File: src/rtl/ram2video_scaled_pkg.sv
// Shared configuration for the scaled frame-buffer video reader.
// Latency: n/a (types, constants and helpers only).
// Backpressure: n/a; the raster free-runs once armed and is never stalled.
package ram2video_scaled_pkg;

  localparam int RGB_W = 24;
  localparam int CNT_W = 12;

  // Sync pulses are active-low in the default 480p timing set.
  localparam logic DEF_HSYNC_POL = 1'b0;
  localparam logic DEF_VSYNC_POL = 1'b0;

  localparam int DEF_H_TOTAL      = 858;
  localparam int DEF_H_VISIBLE    = 720;
  localparam int DEF_H_SYNC_START = 736;
  localparam int DEF_H_SYNC_WIDTH = 62;
  localparam int DEF_V_TOTAL      = 525;
  localparam int DEF_V_TOTAL_ALT  = 526;
  localparam int DEF_V_VISIBLE    = 480;
  localparam int DEF_V_SYNC_START = 489;
  localparam int DEF_V_SYNC_WIDTH = 6;

  // Per-pixel flags that travel alongside the RAM read.
  typedef struct packed {
    logic win;
    logic hs;
    logic vs;
    logic de;
    logic fs;
  } vflags_t;

  localparam int VFLAGS_W = $bits(vflags_t);

  function automatic int imin(input int a, input int b);
    return (a < b) ? a : b;
  endfunction

endpackage

File: src/rtl/ram2video_scaled_video_pipe_delay.sv
// Fixed-depth shift register aligning raster flags with RAM read data.
// Latency: DEPTH clocks.
// Backpressure: none; shifts every clock, clears on reset.
module ram2video_scaled_video_pipe_delay #(
  parameter int WIDTH = 1,
  parameter int DEPTH = 2
) (
  input  logic             clock_i,
  input  logic             reset_i,
  input  logic [WIDTH-1:0] dat_i,
  output logic [WIDTH-1:0] dat_o
);

  logic [WIDTH-1:0] stage_q [DEPTH];

  // Shift flags one stage per clock; reset discards everything in flight.
  always_ff @(posedge clock_i) begin
    if (!reset_i) begin
      for (int i = 0; i < DEPTH; i++) stage_q[i] <= '0;
    end else begin
      stage_q[0] <= dat_i;
      for (int i = 1; i < DEPTH; i++) stage_q[i] <= stage_q[i-1];
    end
  end

  assign dat_o = stage_q[DEPTH-1];

endmodule

File: src/rtl/ram2video_scaled.sv
// Raster generator that reads a scaled source window from line RAM and drives RGB/sync/DE.
// Latency: RD_LATENCY clocks from rdaddr to the matching pixel on the outputs.
// Backpressure: none; free-running once triggered, any reset returns it to idle.
module ram2video_scaled
  import ram2video_scaled_pkg::*;
#(
  parameter int   H_TOTAL      = DEF_H_TOTAL,
  parameter int   H_VISIBLE    = DEF_H_VISIBLE,
  parameter int   H_SYNC_START = DEF_H_SYNC_START,
  parameter int   H_SYNC_WIDTH = DEF_H_SYNC_WIDTH,
  parameter int   V_TOTAL      = DEF_V_TOTAL,
  parameter int   V_TOTAL_ALT  = DEF_V_TOTAL_ALT,
  parameter int   V_VISIBLE    = DEF_V_VISIBLE,
  parameter int   V_SYNC_START = DEF_V_SYNC_START,
  parameter int   V_SYNC_WIDTH = DEF_V_SYNC_WIDTH,
  parameter int   H_OFFSET     = 40,
  parameter int   V_OFFSET     = 0,
  parameter int   LINE_LEN     = 640,
  parameter int   SRC_LINES    = 240,
  parameter int   ADDR_BITS    = 17,
  parameter int   HREP         = 1,
  parameter int   VREP         = 2,
  parameter int   RD_LATENCY   = 2,
  parameter logic HSYNC_POL    = DEF_HSYNC_POL,
  parameter logic VSYNC_POL    = DEF_VSYNC_POL,
  parameter logic INVERT_CLK   = 1'b0
) (
  input  logic                 clock_i,
  input  logic                 reset_i,
  input  logic                 starttrigger_i,
  input  logic                 line_doubler_i,
  input  logic                 add_line_i,
  input  logic [RGB_W-1:0]     rddata_i,
  output logic [ADDR_BITS-1:0] rdaddr_o,
  output logic [7:0]           red_o,
  output logic [7:0]           green_o,
  output logic [7:0]           blue_o,
  output logic                 hsync_o,
  output logic                 vsync_o,
  output logic                 DrawArea_o,
  output logic                 frame_start_o,
  output logic                 running_o,
  output logic                 videoClock_o
);

  localparam int AXW = (LINE_LEN > 1) ? $clog2(LINE_LEN) : 1;

  localparam logic [CNT_W-1:0] H_LAST     = CNT_W'(H_TOTAL - 1);
  localparam logic [CNT_W-1:0] V_LAST     = CNT_W'(V_TOTAL - 1);
  localparam logic [CNT_W-1:0] V_LAST_ALT = CNT_W'(V_TOTAL_ALT - 1);
  localparam logic [CNT_W-1:0] H_VIS      = CNT_W'(H_VISIBLE);
  localparam logic [CNT_W-1:0] V_VIS      = CNT_W'(V_VISIBLE);
  localparam logic [CNT_W-1:0] HS_BEG     = CNT_W'(H_SYNC_START);
  localparam logic [CNT_W-1:0] HS_END     = CNT_W'(H_SYNC_START + H_SYNC_WIDTH);
  localparam logic [CNT_W-1:0] VS_BEG     = CNT_W'(V_SYNC_START);
  localparam logic [CNT_W-1:0] VS_END     = CNT_W'(V_SYNC_START + V_SYNC_WIDTH);
  // Source window bounds, already clipped to the visible area.
  localparam logic [CNT_W-1:0] H_WIN_BEG  = CNT_W'(H_OFFSET);
  localparam logic [CNT_W-1:0] H_WIN_END  = CNT_W'(imin(H_OFFSET + LINE_LEN * HREP, H_VISIBLE));
  localparam logic [CNT_W-1:0] V_WIN_BEG  = CNT_W'(V_OFFSET);
  localparam logic [CNT_W-1:0] V_WIN_END1 = CNT_W'(imin(V_OFFSET + SRC_LINES, V_VISIBLE));
  localparam logic [CNT_W-1:0] V_WIN_ENDN = CNT_W'(imin(V_OFFSET + SRC_LINES * VREP, V_VISIBLE));
  localparam logic [1:0]       HREP_LAST  = 2'(HREP - 1);
  localparam logic [1:0]       VREP_LAST  = 2'(VREP - 1);
  localparam logic [ADDR_BITS-1:0] LL_A   = ADDR_BITS'(LINE_LEN);
  localparam logic [ADDR_BITS-1:0] Y_MAX  = ADDR_BITS'((SRC_LINES - 1) * LINE_LEN);

  logic                 running_q, running_d;
  logic [CNT_W-1:0]     cx_q, cx_d, cy_q, cy_d;
  logic [AXW-1:0]       addr_x_q, addr_x_d;
  logic [ADDR_BITS-1:0] addr_y_q, addr_y_d;
  logic [1:0]           hrep_cnt_q, hrep_cnt_d, vrep_cnt_q, vrep_cnt_d;
  logic                 ld_q, al_q;

  logic                 edge_rst;
  logic [CNT_W-1:0]     v_last, v_win_end;
  logic [1:0]           vrep_last;
  logic                 line_end, frame_end, h_in, v_in, win0;
  vflags_t              flags0, flags_dly;

  // A change on either mode input restarts the reader from idle.
  assign edge_rst  = (line_doubler_i != ld_q) || (add_line_i != al_q);

  assign v_last    = add_line_i ? V_LAST_ALT : V_LAST;
  assign v_win_end = line_doubler_i ? V_WIN_ENDN : V_WIN_END1;
  assign vrep_last = line_doubler_i ? VREP_LAST : 2'd0;
  assign line_end  = (cx_q == H_LAST);
  assign frame_end = line_end && (cy_q == v_last);
  assign h_in      = (cx_q >= H_WIN_BEG) && (cx_q < H_WIN_END);
  assign v_in      = (cy_q >= V_WIN_BEG) && (cy_q < v_win_end);
  assign win0      = running_q && h_in && v_in;

  assign rdaddr_o  = win0 ? (addr_y_q + ADDR_BITS'(addr_x_q)) : '0;

  // Previous mode input values for change detection.
  always_ff @(posedge clock_i) begin
    ld_q <= line_doubler_i;
    al_q <= add_line_i;
  end

  // Next state of the raster counters and source address generator.
  always_comb begin
    running_d  = running_q;
    cx_d       = cx_q;
    cy_d       = cy_q;
    addr_x_d   = addr_x_q;
    addr_y_d   = addr_y_q;
    hrep_cnt_d = hrep_cnt_q;
    vrep_cnt_d = vrep_cnt_q;
    if (edge_rst) begin
      running_d  = 1'b0;
      cx_d       = H_WIN_BEG;
      cy_d       = V_WIN_BEG;
      addr_x_d   = '0;
      addr_y_d   = '0;
      hrep_cnt_d = '0;
      vrep_cnt_d = '0;
    end else if (!running_q) begin
      running_d = starttrigger_i;
    end else begin
      if (line_end) begin
        cx_d = '0;
        cy_d = (cy_q == v_last) ? '0 : cy_q + 1'b1;
      end else begin
        cx_d = cx_q + 1'b1;
      end
      if (line_end) begin
        addr_x_d   = '0;
        hrep_cnt_d = '0;
      end else if (win0) begin
        if (hrep_cnt_q == HREP_LAST) begin
          hrep_cnt_d = '0;
          addr_x_d   = addr_x_q + 1'b1;
        end else begin
          hrep_cnt_d = hrep_cnt_q + 1'b1;
        end
      end
      if (frame_end) begin
        addr_y_d   = '0;
        vrep_cnt_d = '0;
      end else if (line_end && v_in) begin
        if (vrep_cnt_q == vrep_last) begin
          vrep_cnt_d = '0;
          // Hold on the last source line rather than running past the buffer.
          if (addr_y_q < Y_MAX) addr_y_d = addr_y_q + LL_A;
        end else begin
          vrep_cnt_d = vrep_cnt_q + 1'b1;
        end
      end
    end
  end

  // Register raster state; external reset parks the reader in idle.
  always_ff @(posedge clock_i) begin
    if (!reset_i) begin
      running_q  <= 1'b0;
      cx_q       <= H_WIN_BEG;
      cy_q       <= V_WIN_BEG;
      addr_x_q   <= '0;
      addr_y_q   <= '0;
      hrep_cnt_q <= '0;
      vrep_cnt_q <= '0;
    end else begin
      running_q  <= running_d;
      cx_q       <= cx_d;
      cy_q       <= cy_d;
      addr_x_q   <= addr_x_d;
      addr_y_q   <= addr_y_d;
      hrep_cnt_q <= hrep_cnt_d;
      vrep_cnt_q <= vrep_cnt_d;
    end
  end

  // Stage-0 flags; vsync edges line up with the hsync leading edge.
  always_comb begin
    flags0     = '0;
    flags0.win = win0;
    flags0.hs  = running_q && (cx_q >= HS_BEG) && (cx_q < HS_END);
    flags0.vs  = running_q && (((cy_q == VS_BEG) && (cx_q >= HS_BEG)) ||
                               ((cy_q > VS_BEG) && (cy_q < VS_END)) ||
                               ((cy_q == VS_END) && (cx_q < HS_BEG)));
    flags0.de  = running_q && (cx_q < H_VIS) && (cy_q < V_VIS);
    flags0.fs  = running_q && (cx_q == '0) && (cy_q == '0);
  end

  ram2video_scaled_video_pipe_delay #(
    .WIDTH (VFLAGS_W),
    .DEPTH (RD_LATENCY)
  ) u_flag_dly (
    .clock_i (clock_i),
    .reset_i (reset_i && !edge_rst),
    .dat_i   (flags0),
    .dat_o   (flags_dly)
  );

  assign {red_o, green_o, blue_o} = flags_dly.win ? rddata_i : '0;
  assign hsync_o       = flags_dly.hs ? HSYNC_POL : ~HSYNC_POL;
  assign vsync_o       = flags_dly.vs ? VSYNC_POL : ~VSYNC_POL;
  assign DrawArea_o    = flags_dly.de;
  assign frame_start_o = flags_dly.fs;
  assign running_o     = running_q;
  assign videoClock_o  = clock_i ^ INVERT_CLK;

endmodule
File: config.mk
export PLATFORM = sky130hd
export DESIGN_NAME = ram2video_scaled
export DESIGN_NICKNAME = d
export VERILOG_FILES = /design/src/rtl/ram2video_scaled_pkg.sv /design/src/rtl/ram2video_scaled_video_pipe_delay.sv /design/src/rtl/ram2video_scaled.sv
export SDC_FILE = /design/constraint.sdc
export NUM_CORES = 1
export LEC_CHECK = 0
export CAP_MARGIN = 20
export CELL_PAD_IN_SITES_DETAIL_PLACEMENT = 1
export CELL_PAD_IN_SITES_GLOBAL_PLACEMENT = 2
export CORE_MARGIN = 2
export CORE_UTILIZATION = 27
export CTS_CLUSTER_SIZE = 40
export DETAILED_ROUTE_END_ITERATION = 8
export PLACE_DENSITY_LB_ADDON = 0.08
export SLEW_MARGIN = 0
export SYNTH_ARGS = -nofsm -noshare
export SYNTH_HDL_FRONTEND = slang
export SYNTH_SLANG_ARGS = --single-unit
File: constraint.sdc
create_clock -name clock_i -period 2.2 [get_ports clock_i]
set_input_delay 0.44 -clock clock_i [delete_from_list [all_inputs] [get_ports clock_i]]
set_output_delay 0.44 -clock clock_i [all_outputs]
set_load 0.02 [all_outputs]
**Yosys cells after proc, flatten, opt, wreduce, memory -nomap -nowiden**

Memory sizes are Yosys's and may differ from the RTL's.
Index checks and enable logic that the tools add are counted.
W data, S select, Z words.

- Bits in registers: 58
- Bits in latches: 0
- RAM bits: 10
- Bits in read-only memories: 0
- Output and inout port bits: 47
- Word-level logic and storage cells: 101
- Memories kept: 1

- Add/subtract/negate cells: 7
- Multiply operators: 0
- Div/mod/pow operators: 0
- Magnitude comparators: 12
- Equality and inequality tests: 7
- Shift-type cells: 0
- Muxes and demuxes: 27
- Bitwise logic cells: 3
- Reductions and logical operators: 35

Memories:

| name | words | bits a word | read ports | clocked after memory_dff | write ports | line | source |
|---|---|---|---|---|---|---|---|
| u_flag_dly.stage_q | 2 | 5 | 2 | 0 | 2 | ram2video_scaled_video_pipe_delay.sv:14 | `logic [WIDTH-1:0] stage_q [DEPTH];` |

Operators by type and width:

| cell | number |
|---|---|
| $mux W17 | 5 |
| $lt A12 B10 Y1 const B | 4 |
| $mux W10 | 3 |
| $add A12 B1 Y12 const B | 2 |
| $eq A12 B9 Y1 const B | 2 |
| $logic_not A12 Y1 | 2 |
| $lt A12 B9 Y1 const B | 2 |
| $mux W12 | 2 |
| $mux W24 | 1 |
| $add A17 B10 Y17 | 1 |
| $add A17 B10 Y17 const B | 1 |
| $logic_and A1 B1 Y1 | 17 |
| $lt A17 B15 Y1 const B | 1 |
| $eq A12 B10 Y1 | 1 |
| $eq A12 B10 Y1 const B | 1 |
| $ge A12 B1 Y1 const B | 1 |
| $ge A12 B10 Y1 const B | 1 |
| $ge A12 B6 Y1 const B | 1 |
| $gt A12 B9 Y1 const B | 1 |
| $lt A12 B9 Y1 | 1 |
| $mux W2 | 6 |
| $add A10 B1 Y10 const B | 1 |
| $mux W5 | 2 |
| $reduce_bool A2 Y1 | 5 |
| other kinds (14) | 27 |

**Depth between registers and ports, before layout**

Gate-level depths: netlist of the first run.

- Word-level depth: 6
- Depth in mapped cells: 8
- Gate-level depth less buffers: 7

**Hierarchy**

A second synthesis of the first run with hierarchy kept.

- Cell total of the unflattened synthesis: 469
- Area total of the unflattened synthesis: 3801.1 µm²

By module, submodules not included:

| module | times used | cells each | area an instance (µm²) | sequential area each (µm²) |
|---|---|---|---|---|
| ram2video_scaled | 1 | 444 | 3500.9 | 1021.0 |
| ram2video_scaled_video_pipe_delay | 1 | 25 | 300.3 | 200.2 |

==> results.md, run 1 <==
* Tot GR Track Use at 18.05%
* Clk_skew at 0.006280 ns
* Die footprint at about 0.015 sq mm
* Rows at 43
* Ant diodes at 0
* Yosys synthesis warning count at 0
* Final Cycle Share at 116.8%
* Initial Util at between 20 and 30%
* WS Path Type: reg -> out
* Slew headroom at 37.82%
* Synth Instances at 458
* Synth Flop Type: dfxtp_1
* Hold Path Class: in -> reg
* Hold Fails Final Rpt at 0
* Asr flop ratio synth at 0%
* P&R area growth vs syn at 56.17%
* Worst reg2reg startpoint: cy_q[8]
* Failing checks: setup timing
* Max-cap violations at 0
* Setup ws final at -0.3703 ns
* Number of fill cells in the layout at 1613
* CTS tree: done
* Post-DR vias/cell at between 4 and 5
* Worst path slowest cell: or4_4
* WL per Instance at roughly 16 um
* Crit-path cells: or4_4 -> o2111a_2 -> and3_4 -> and2_4 -> buf_6
* PD cells at between 500 and 600 mW/mm^2
* CP max stage delay at 0.54 ns
* Synth Cell Area at between 0.003 and 0.004 sq mm
* Hold-fix buffers, CTS at 0
* Post-route DRC violation count at 0
* Reg2reg path depth at 9
* Die X at between 100 and 150 um
* Final Max Slew Viols at 0
* Vias in the first global route at between 4000 and 5000
* Largest net degree at the start of global routing at 25
* Hold path depth at 2
* FMAX at 0.3891 GHz
* Gp weighted congestion at approximately 0.76
* Min-delay src: line_doubler_i
* Post-synth EDFFs at 0
* Port buffer count at 75
* Clock transition at the registers of the reported paths at 0.06 ns
* Setup_tns at -5.472 ns
* Final Cell Area at between 0.005 and 0.006 sq mm
* Total number of vias at 3878
* Core area at 0.01372 sq mm
* Max IR drop VDD at 0.0005236 V
* Syn_nets at 503
* Leakage Power at roughly 2.6 nW
* CP Launch Type: register
* IO Pins at 76
* Yosys cell types at 58
* Number of synthesized register bits at 61
* Worst hold endpoint: ld_q
* Detailed Route Iter0 Violations at between 100 and 150
* R2r endpoint: addr_y_q[12]
* Top delay family on crit path: simple AND/OR/NAND/NOR gates
* Number of nets with antenna violations after routing at 0
* DRT Wirelength at 12650 um
* Synth Area per Inst at 8.166 sq um
* Tmin final at between 2 and 3 ns
* Initial antenna violation count at 0
* Total gr overflow at 0
* DP Area at 0.005289 sq mm
* Worst-path fanout max at 7
* TritonRoute pass-1 iters at 4
* Final Hold Slack at 0.4029 ns
* Critical Path RT at approximately 1.8 ns
* Status: finished with violations
* First-pass GRT wire length at 20700 um
* Final Setup Violations at 17
* Clock insertion delay at the later pin of the skew report at 0.45 ns
* Sequential-to-total area share from yosys stat at approximately a third
* Actual slew at the worst max-slew pin at 0.9241 ns
* Post-DP HPWL at 9577 um
* FF-to-FF setup slack at between 0.1 and 0.15 ns
* Nets at 656
* Share of cells above drive strength 1 at 26.95%
* RSZ-0062 raised after global routing: true
* WP buf/inv at 1
* Data arrival time of the critical path at 2.13 ns
* Die Ht at 121.7 um
* Crit end category: output port
==> synthesized netlist by cell type (2+ instances only) <==
| cell type | instances | area, sq um |
|---|---|---|
| nand3_1 | 33 | 165.2 |
| a21o_1 | 4 | 30.03 |
| a41oi_1 | 5 | 43.79 |
| a211oi_2 | 2 | 25.02 |
| nor3_1 | 6 | 30.03 |
| ha_1 | 16 | 200.2 |
| dfxtp_1 | 61 | 1221 |
| nand3b_1 | 3 | 22.52 |
| buf_2 | 9 | 45.04 |
| or4_1 | 2 | 15.01 |
| a31oi_1 | 3 | 18.77 |
| nand2b_1 | 3 | 18.77 |
| buf_4 | 2 | 15.01 |
| o31ai_1 | 4 | 30.03 |
| clkbuf_1 | 15 | 56.30 |
| and3_1 | 8 | 50.05 |
| buf_1 | 2 | 7.510 |
| o211ai_1 | 9 | 67.56 |
| mux2i_1 | 4 | 40.04 |
| o21ai_0 | 12 | 60.06 |
| or3_1 | 2 | 12.51 |
| xnor2_1 | 16 | 140.1 |
| nor2_2 | 2 | 12.51 |
| xor2_1 | 23 | 201.4 |
| inv_1 | 12 | 45.04 |
| o2111ai_1 | 5 | 43.79 |
| nor4b_1 | 3 | 26.28 |
| nand2_1 | 34 | 127.6 |
| nor4_1 | 5 | 31.28 |
| and2_1 | 38 | 237.7 |
| a21oi_1 | 19 | 95.09 |
| nor2_1 | 51 | 191.4 |
| or4_4 | 2 | 22.52 |
| nand4_1 | 12 | 75.07 |
| and4_1 | 5 | 43.79 |
| a211oi_1 | 4 | 30.03 |
==> timing repair <==
action                                  CTS  global route
gates resized for setup                  98            34
buffers inserted                          6             2
endpoints found under the setup margin   26            65
pin swaps                                13             5
==> flip-flops by register name, indices dropped and copies added, names as in the netlist <==
signal              cells
hrep_cnt_q              2
ld_q                    1
vrep_cnt_q              2
cy_q                   12
addr_x_q               10
running_o               1
addr_y_q               10
al_q                    1
u_flag_dly.stage_q     10
cx_q                   12
==> cell usage in the layout (no fill, tap or decap), drive strengths merged, types with 2 or more instances in the layout <==
cell type and n:
a211oi 6, a21o 4, a21oi 19, a31oi 4, a41oi 5, and2 38
and3 8, and4 5, buf 111, bufinv 2, clkbuf 13, clkdlybuf4s50 32
clkinvlp 3, dfxtp 61, dlygate4sd2 6, dlymetal6s2s 20, ha 16, inv 12
mux2i 4, nand2 34, nand2b 3, nand3 34, nand3b 3, nand4 12
nor2 53, nor3 7, nor4 6, nor4b 3, o2111ai 5, o211ai 10
o21a 2, o21ai 12, o31ai 4, or3 2, or4 4, xnor2 16
xor2 23
==> per-stage QoR <==
| step | setup WS (ns) | power [W] | cells | util (%) |
|---|---|---|---|---|
| final | -0.3703 | 0.003157 | 796 | 42.57 |
| after global routing | -0.4431 | 0.003277 | 796 | 42.57 |
| after CTS | -0.4011 | 0.003210 | 794 | 41.61 |
| after detailed placement | -0.9830 | 0.001377 | 769 | 38.55 |
| after global placement | -0.9376 | 0.001373 | 769 | 38.55 |
| after floorplan | 0.002844 | 0.001249 | 458 | - |
==> area by class of cell <==
| cell class | instances | area (sq um) | area share [%] |
|---|---|---|---|
| Multi-Input combinational cell | 355 | 2440 | 41.77 |
| Timing Repair Buffer | 168 | 1504 | 25.75 |
| Sequential cell | 61 | 1226 | 20.99 |
| Clock buffer | 14 | 312.8 | 5.356 |
| Tap cell | 180 | 225.2 | 3.856 |
| Clock inverter | 6 | 87.58 | 1.500 |
| Inverter | 12 | 45.04 | 0.7712 |
==> logic make-up after synthesis <==
logic type / Yosys count / synth area share [%]
and+or+nand+nor: 218 / 31.58
AOI/OAI and AO/OA: 77 / 15.16
DFF: 61 / 32.65
buffers and inverters: 42 / 4.951
xor gates and xnor gates: 39 / 9.133
adders and majority gates: 16 / 5.353
muxes: 4 / 1.071
other: 1 / 0.1003
==> per-layer routing <==
metal / global-route usage, % / up-vias / part of all wire [%]
li1: - / 1925 / -
met1: 21.08 / 1850 / 44
met2: 31.32 / 87 / 49
met3: 5.150 / 16 / 6.0
met4: 6.825 / 0 / 1.7
met5: 0 / - / 0
==> how the worst max path moves through the flow <==
stage,startpoint,to,slack (ns),depth (start not counted)
3_3_place_gp,line_doubler_i,rdaddr_o[7],-0.94,8
5_1_grt,cx_q[9],rdaddr_o[5],-0.44,5
3_5_place_dp,line_doubler_i,rdaddr_o[7],-0.98,8
4_1_cts,cx_q[9],rdaddr_o[5],-0.40,5
6_report,cx_q[9],rdaddr_o[5],-0.37,5
2_1_floorplan,cx_q[6],rdaddr_o[0],0.003,6
==> power by group <==
part / total (W) / internal [W] / switching, W
Sequential: 0.00111 / 0.00111 / 0.00000221
Clock: 0.00186 / 0.00124 / 0.000623
Combinational: 0.000185 / 0.000105 / 0.0000802
Total: 0.00316 / 0.00245 / 0.000705
Note: power is estimated with default switching activity, not from simulation.
==> run 2, diff against run 1 <==
--- a/config.mk
+++ b/config.mk
@@ -9,7 +9,7 @@
 export CELL_PAD_IN_SITES_DETAIL_PLACEMENT = 1
 export CELL_PAD_IN_SITES_GLOBAL_PLACEMENT = 2
 export CORE_MARGIN = 2
-export CORE_UTILIZATION = 27
+export CORE_UTILIZATION = 30
 export CTS_CLUSTER_SIZE = 40
 export DETAILED_ROUTE_END_ITERATION = 8
 export PLACE_DENSITY_LB_ADDON = 0.08
==> constraint.sdc (replaced) <==
create_clock -name clock_i -period 2.5 [get_ports clock_i]
set_input_delay 0.5 -clock clock_i [delete_from_list [all_inputs] [get_ports clock_i]]
set_output_delay 0.5 -clock clock_i [all_outputs]
set_load 0.02 [all_outputs]
==> results.md, run 2 (synthesis gave the netlist of run 1 again) <==
* Status: finished with violations
* Failing checks: setup timing
* Final Max Slew Viols at 0
* Core area at approximately 0.012 sq mm
* Largest registers: cx_q (12), cy_q (12)
* Hold Fails Final Rpt at 0
* WS Path Type: reg -> out
* Tot GR Track Use at about a fifth
* Clk_skew at 0.007267 ns
* Hold-fix buffers, CTS at 0
* Largest net degree at the start of global routing at 25
* Tmin final at 2.653 ns
* Die footprint at 0.01337 sq mm
* DRT Wirelength at between 10000 and 15000 um
* Data arrival time of the critical path at 2.15 ns
* Post-DR vias/cell at a little under 5
* Gp weighted congestion at 0.8186
* Worst reg2reg startpoint: cx_q[1]
* Crit-path cells: or4_4 -> o2111a_2 -> buf_6 -> nand3_4 -> buf_6 -> nor2_1 -> buf_4
* Die Ht at 115.7 um
* Post-DP HPWL at approximately 8900 um
* CP max stage delay at ~0.54 ns
* Reg2reg path depth at 7
* WP buf/inv at 3
* Final Setup Violations at 17
* Hold Path Class: reg -> reg
* RSZ-0062 raised after global routing: true
* Leakage Power at 2.007 nW
* CP Launch Type: register
* Share of cells above drive strength 1 at 23.20%
* Vias in the first global route at around 3800
* Die X at 115.7 um
* Top cell by count, worst path: buf_6
* Crit end category: output port
* CTS tree: done
* P&R area growth vs syn at 47.04%
* Max IR drop VDD at 0.0003417 V
* Max-cap violations at 0
* Port buffer count at 75
* Hold path depth at 1
* Nets at 622
* Initial antenna violation count at 0
* Post-route DRC violation count at 0
* Clock transition at the registers of the reported paths at 0.06 ns
* Worst path slowest cell: or4_4
* Final Hold Slack at 0.4252 ns
* Critical Path RT at 2.00 ns
* Ant diodes at 0
* Number of fill cells in the layout at 1437
* Min-delay src: u_flag_dly.stage_q[0][1]
* Number of nets with antenna violations after routing at 0
* FF-to-FF setup slack at 0.31 ns
* Clock insertion delay at the later pin of the skew report at ~0.44 ns
* Setup_tns at -2.266 ns
* Area of the multi-input gates at 0.002420 sq mm
* Rows at 40
* Final Instance Count excl. Fillers at 750
* Worst hold endpoint: u_flag_dly.stage_q[0][6]
* Setup ws final at -0.1534 ns
* Total number of vias at 3714
* Worst path depth at 7
* First-pass GRT wire length at a little under 20000 um
* Initial Util at 30.88%
* Most frequent cells in the layout: dfxtp_1 (58), buf_4 (57), clkdlybuf4s50_1 (56)
* Util after Layout at 45.40%
* Commonest non-fill, non-tap cell in the layout: dfxtp_1
* Detailed Route Iter0 Violations at 158
* Final Cycle Share at 106.1%
* IO Pins at 76
* Sequential cell area at 0.001225 sq mm
* Total gr overflow at 0
* R2r endpoint: addr_x_q[9]
* Actual slew at the worst max-slew pin at between 0.7 and 0.8 ns
* Dpl ws at -0.7766 ns
* Worst-path fanout max at 5
* FMAX at roughly 0.38 GHz
* PD cells at 464.9 mW/mm^2
* Cells after DPL at 728
* WL per Instance at 15.59 um
* Top delay family on crit path: simple AND/OR/NAND/NOR gates
* TritonRoute pass-1 iters at 4
* Slew headroom at 49.21%
-- run 2: changes by cell type in the layout (fill, tap and decap cells not counted), moves of 4 or more --
cell             delta
buf_4              -40
clkdlybuf4s50_1    +24
dlymetal6s2s_1     -20
buf_6              +13
nor2_1              -9
nor2_2              +9
buf_2               -5
dlygate4sd2_1       -4
-- run 2: worst max-delay path by stage --
stage | from | end | slack [ns]
floorplan | cx_q[6] | rdaddr_o[0] | 0.19
global placement | line_doubler_i | rdaddr_o[0] | -0.75
detailed placement | line_doubler_i | rdaddr_o[1] | -0.78
CTS | cx_q[9] | rdaddr_o[4] | -0.19
global route | cx_q[6] | rdaddr_o[4] | -0.19
finish | cx_q[6] | rdaddr_o[4] | -0.15
-- run 2: routing by layer --
layer	up-vias	wire length, um	track usage, %
met4	0	176	6.032
li1	1864	-	-
met5	-	0	0
met2	33	5823	32.59
met1	1801	5466	23.08
met3	16	223	3.661
-- run 2: power breakdown --
part	switching, W	leakage (nW)	internal (W)
Clock	0.000538	0.170	0.000892
Sequential	0.00000210	0.494	0.000975
Combinational	0.0000692	1.34	0.0000799
Total	0.000609	2.01	0.00195
-- run 2: cell type report --
class	instances	share of cell area, %
Inverter	12	0.8191
Tap cell	168	3.823
Clock buffer	13	5.620
Clock inverter	7	0.9101
Sequential cell	61	22.28
Multi-Input combinational cell	355	44.00
Timing Repair Buffer	134	22.55
-- run 2: repair_timing --
item	4_1_cts	5_1_grt
setup buffers	3	0
resized for setup	118	18
cloned	1	0
setup endpoints to repair	19	17
pin swaps	10	5
-- run 2: per-stage QoR --
| stage | instance area [sq um] | power, W |
|---|---|---|
| CTS | 5445 | 0.002601 |
| global route | 5499 | 0.002650 |
| detailed placement | 5026 | 0.001196 |
| global placement | 5026 | 0.001192 |
| finish | 5499 | 0.002556 |
| floorplan | 3740 | 0.001097 |
==> run 3, diff against run 2 <==
==> constraint.sdc (replaced) <==
create_clock -name clock_i -period 2.6 [get_ports clock_i]
set_input_delay 0.52 -clock clock_i [delete_from_list [all_inputs] [get_ports clock_i]]
set_output_delay 0.52 -clock clock_i [all_outputs]
set_load 0.02 [all_outputs]
==> results.md, run 3 (synthesis gave the netlist of run 1 again) <==
* Status: finished with violations
* Failing checks: setup timing
* Dpl ws at -0.7128 ns
* PD cells at 477.7 mW/mm^2
* Tmin final at roughly 2.7 ns
* WS Path Type: reg -> out
* Clk_skew at 0.005348 ns
* Die footprint at 0.01337 sq mm
* Max-cap violations at 0
* P_sw at 0.0005475 W
* P&R area growth vs syn at 46.07%
* Number of nets with antenna violations after routing at 0
* Actual slew at the worst max-slew pin at 0.8136 ns
* Tot GR Track Use at between 10% and 20%
* R2r endpoint: addr_y_q[13]
* Slew headroom at 45.26%
* Hold Path Class: reg -> reg
* Cells after DPL at 723
* Post-DP HPWL at 8742 um
* WL per Instance at 15.69 um
* Final Max Slew Viols at 0
* CP Launch Type: register
* Die X at 115.7 um
* FMAX at 0.3727 GHz
* Leakage Power at 2.011 nW
* Data arrival time of the critical path at 2.16 ns
* Nets at 618
* Largest registers: cx_q (12), cy_q (12)
* Worst reg2reg startpoint: cx_q[1]
* Share of cells above drive strength 1 at 21.97%
* Post-DR vias/cell at 4.937
* Clock transition at the registers of the reported paths at 0.05 ns
* Hold Fails Final Rpt at 0
* Core area at 0.01211 sq mm
* Sw Share at 20.98%
* Die Ht at 115.7 um
* Vias in the first global route at 3710
* Initial Util at a little under a third
* First-pass GRT wire length at 19420 um
* Critical Path RT at between 2 and 2.5 ns
* Min-delay src: u_flag_dly.stage_q[0][3]
* Initial antenna violation count at 0
* Rows at 40
* Largest net degree at the start of global routing at 25
* CTS tree: done
* Hold path depth at 1
* RSZ-0062 raised after global routing: true
* Share of power burned in registers at 36.0%
* Gp weighted congestion at 0.8173
* Crit end category: output port
* Setup ws final at -0.08293 ns
* Final Hold Slack at around 0.43 ns
* Sequential cell area at between 0.001 and 0.0015 sq mm
* Internal at slightly above 0.002 W
* Worst hold endpoint: u_flag_dly.stage_q[0][8]
* Commonest non-fill, non-tap cell in the layout: dfxtp_1
* Most frequent cells in the layout: dfxtp_1 (57), clkdlybuf4s50_1 (56), buf_4 (54)
* Reg2reg path depth at 7
* Detailed Route Iter0 Violations at 123
* DRT Wirelength at 11700 um
* Tot Pwr at 0.002610 W
* Final Cycle Share at 103.2%
* Max IR drop VDD at ~0.00034 V
* Area of the multi-input gates at 0.002412 sq mm
* Clock share of power at 58.8%
* IO Pins at 76
* Worst-path fanout max at 5
* TritonRoute pass-1 iters at 4
* Final Setup Violations at 17
* Final Instance Count excl. Fillers at approximately 750
* Port buffer count at between 70 and 80
* Total gr overflow at 0
* Ant diodes at 0
* Number of fill cells in the layout at 1437
* Clock insertion delay at the later pin of the skew report at 0.45 ns
* FF-to-FF setup slack at 0.29 ns
* Total number of vias at 3683
* Logic pwr share at 5.2%
* Post-route DRC violation count at 0
[run 3: changes by cell type in the layout (fill, tap and decap cells not counted), moves of 2 or more]
cell,change
buf_2,+3
clkinvlp_4,-3
buf_6,-3
buf_12,-2
nor2_2,-3
bufinv_16,+2
inv_6,-2
clkbuf_1,+2
buf_4,-3
nor2_1,+2
[run 3: power by group through the flow]
stage	clock [W]	sequential (W)	combinational, W
6_report	0.00153	0.000941	0.000135
3_5_place_dp	0.0000517	0.000960	0.000131
5_1_grt	0.00162	0.000940	0.000147
2_1_floorplan	0.0000449	0.000961	0.0000490
3_3_place_gp	0.0000517	0.000960	0.000128
4_1_cts	0.00158	0.000940	0.000136
[run 3: through the flow]
step           setup TNS, ns  utilization, %  cell area [sq um]
3_3_place_gp          -11.16           40.98               4964
6_report             -0.9849           45.10               5463
2_1_floorplan              0               -               3740
4_1_cts               -1.721           44.18               5351
3_5_place_dp          -11.96           40.98               4964
5_1_grt               -1.654           45.10               5463
[run 3: timing repair]
action / in CTS / in global routing
resized for setup: 98 / 31
cloned: 1 / 0
buffers inserted: 3 / 1
setup endpoints to repair: 17 / 42
pin swaps: 9 / 6
endpoints found under the hold margin: 0 / 0
hold buffers: 0 / 0
[run 3: cell type report]
cell class | count | share of cell area (%)
inverter | 12 | 0.8246
multi-input combinational | 355 | 44.16
tap | 168 | 3.848
clock buffer | 15 | 5.863
clock inverter | 5 | 1.374
sequential | 61 | 22.45
timing repair buffer | 130 | 21.48
[run 3: routing by layer]
metal / global-route usage, % / share of wire [%] / wire length (um) / vias up
met2: 30.92 / 49 / 5705 / 39
met5: 0 / 0 / 0 / -
met1: 24.23 / 48 / 5604 / 1785
met3: 4.289 / 2.1 / 250 / 11
met4: 6.190 / 1.2 / 143 / 0
li1: - / - / - / 1848
[run 3: worst max path at each step]
stage,start,slack [ns],endpoint,cells past startpoint
2_1_floorplan,cx_q[6],0.27,rdaddr_o[0],6
3_3_place_gp,line_doubler_i,-0.68,rdaddr_o[0],9
3_5_place_dp,line_doubler_i,-0.71,rdaddr_o[0],9
4_1_cts,cx_q[9],-0.13,rdaddr_o[16],7
5_1_grt,cx_q[6],-0.12,rdaddr_o[8],7
6_report,cx_q[6],-0.08,rdaddr_o[8],7
[run 3: critical path, cell delays in order, from the launching register on]
cell      delay [ns]
dfxtp_2         0.32
or4_4           0.54
o2111a_2        0.30
buf_6           0.13
nand3_4         0.09
buf_6           0.14
nor2_1          0.04
buf_2           0.15
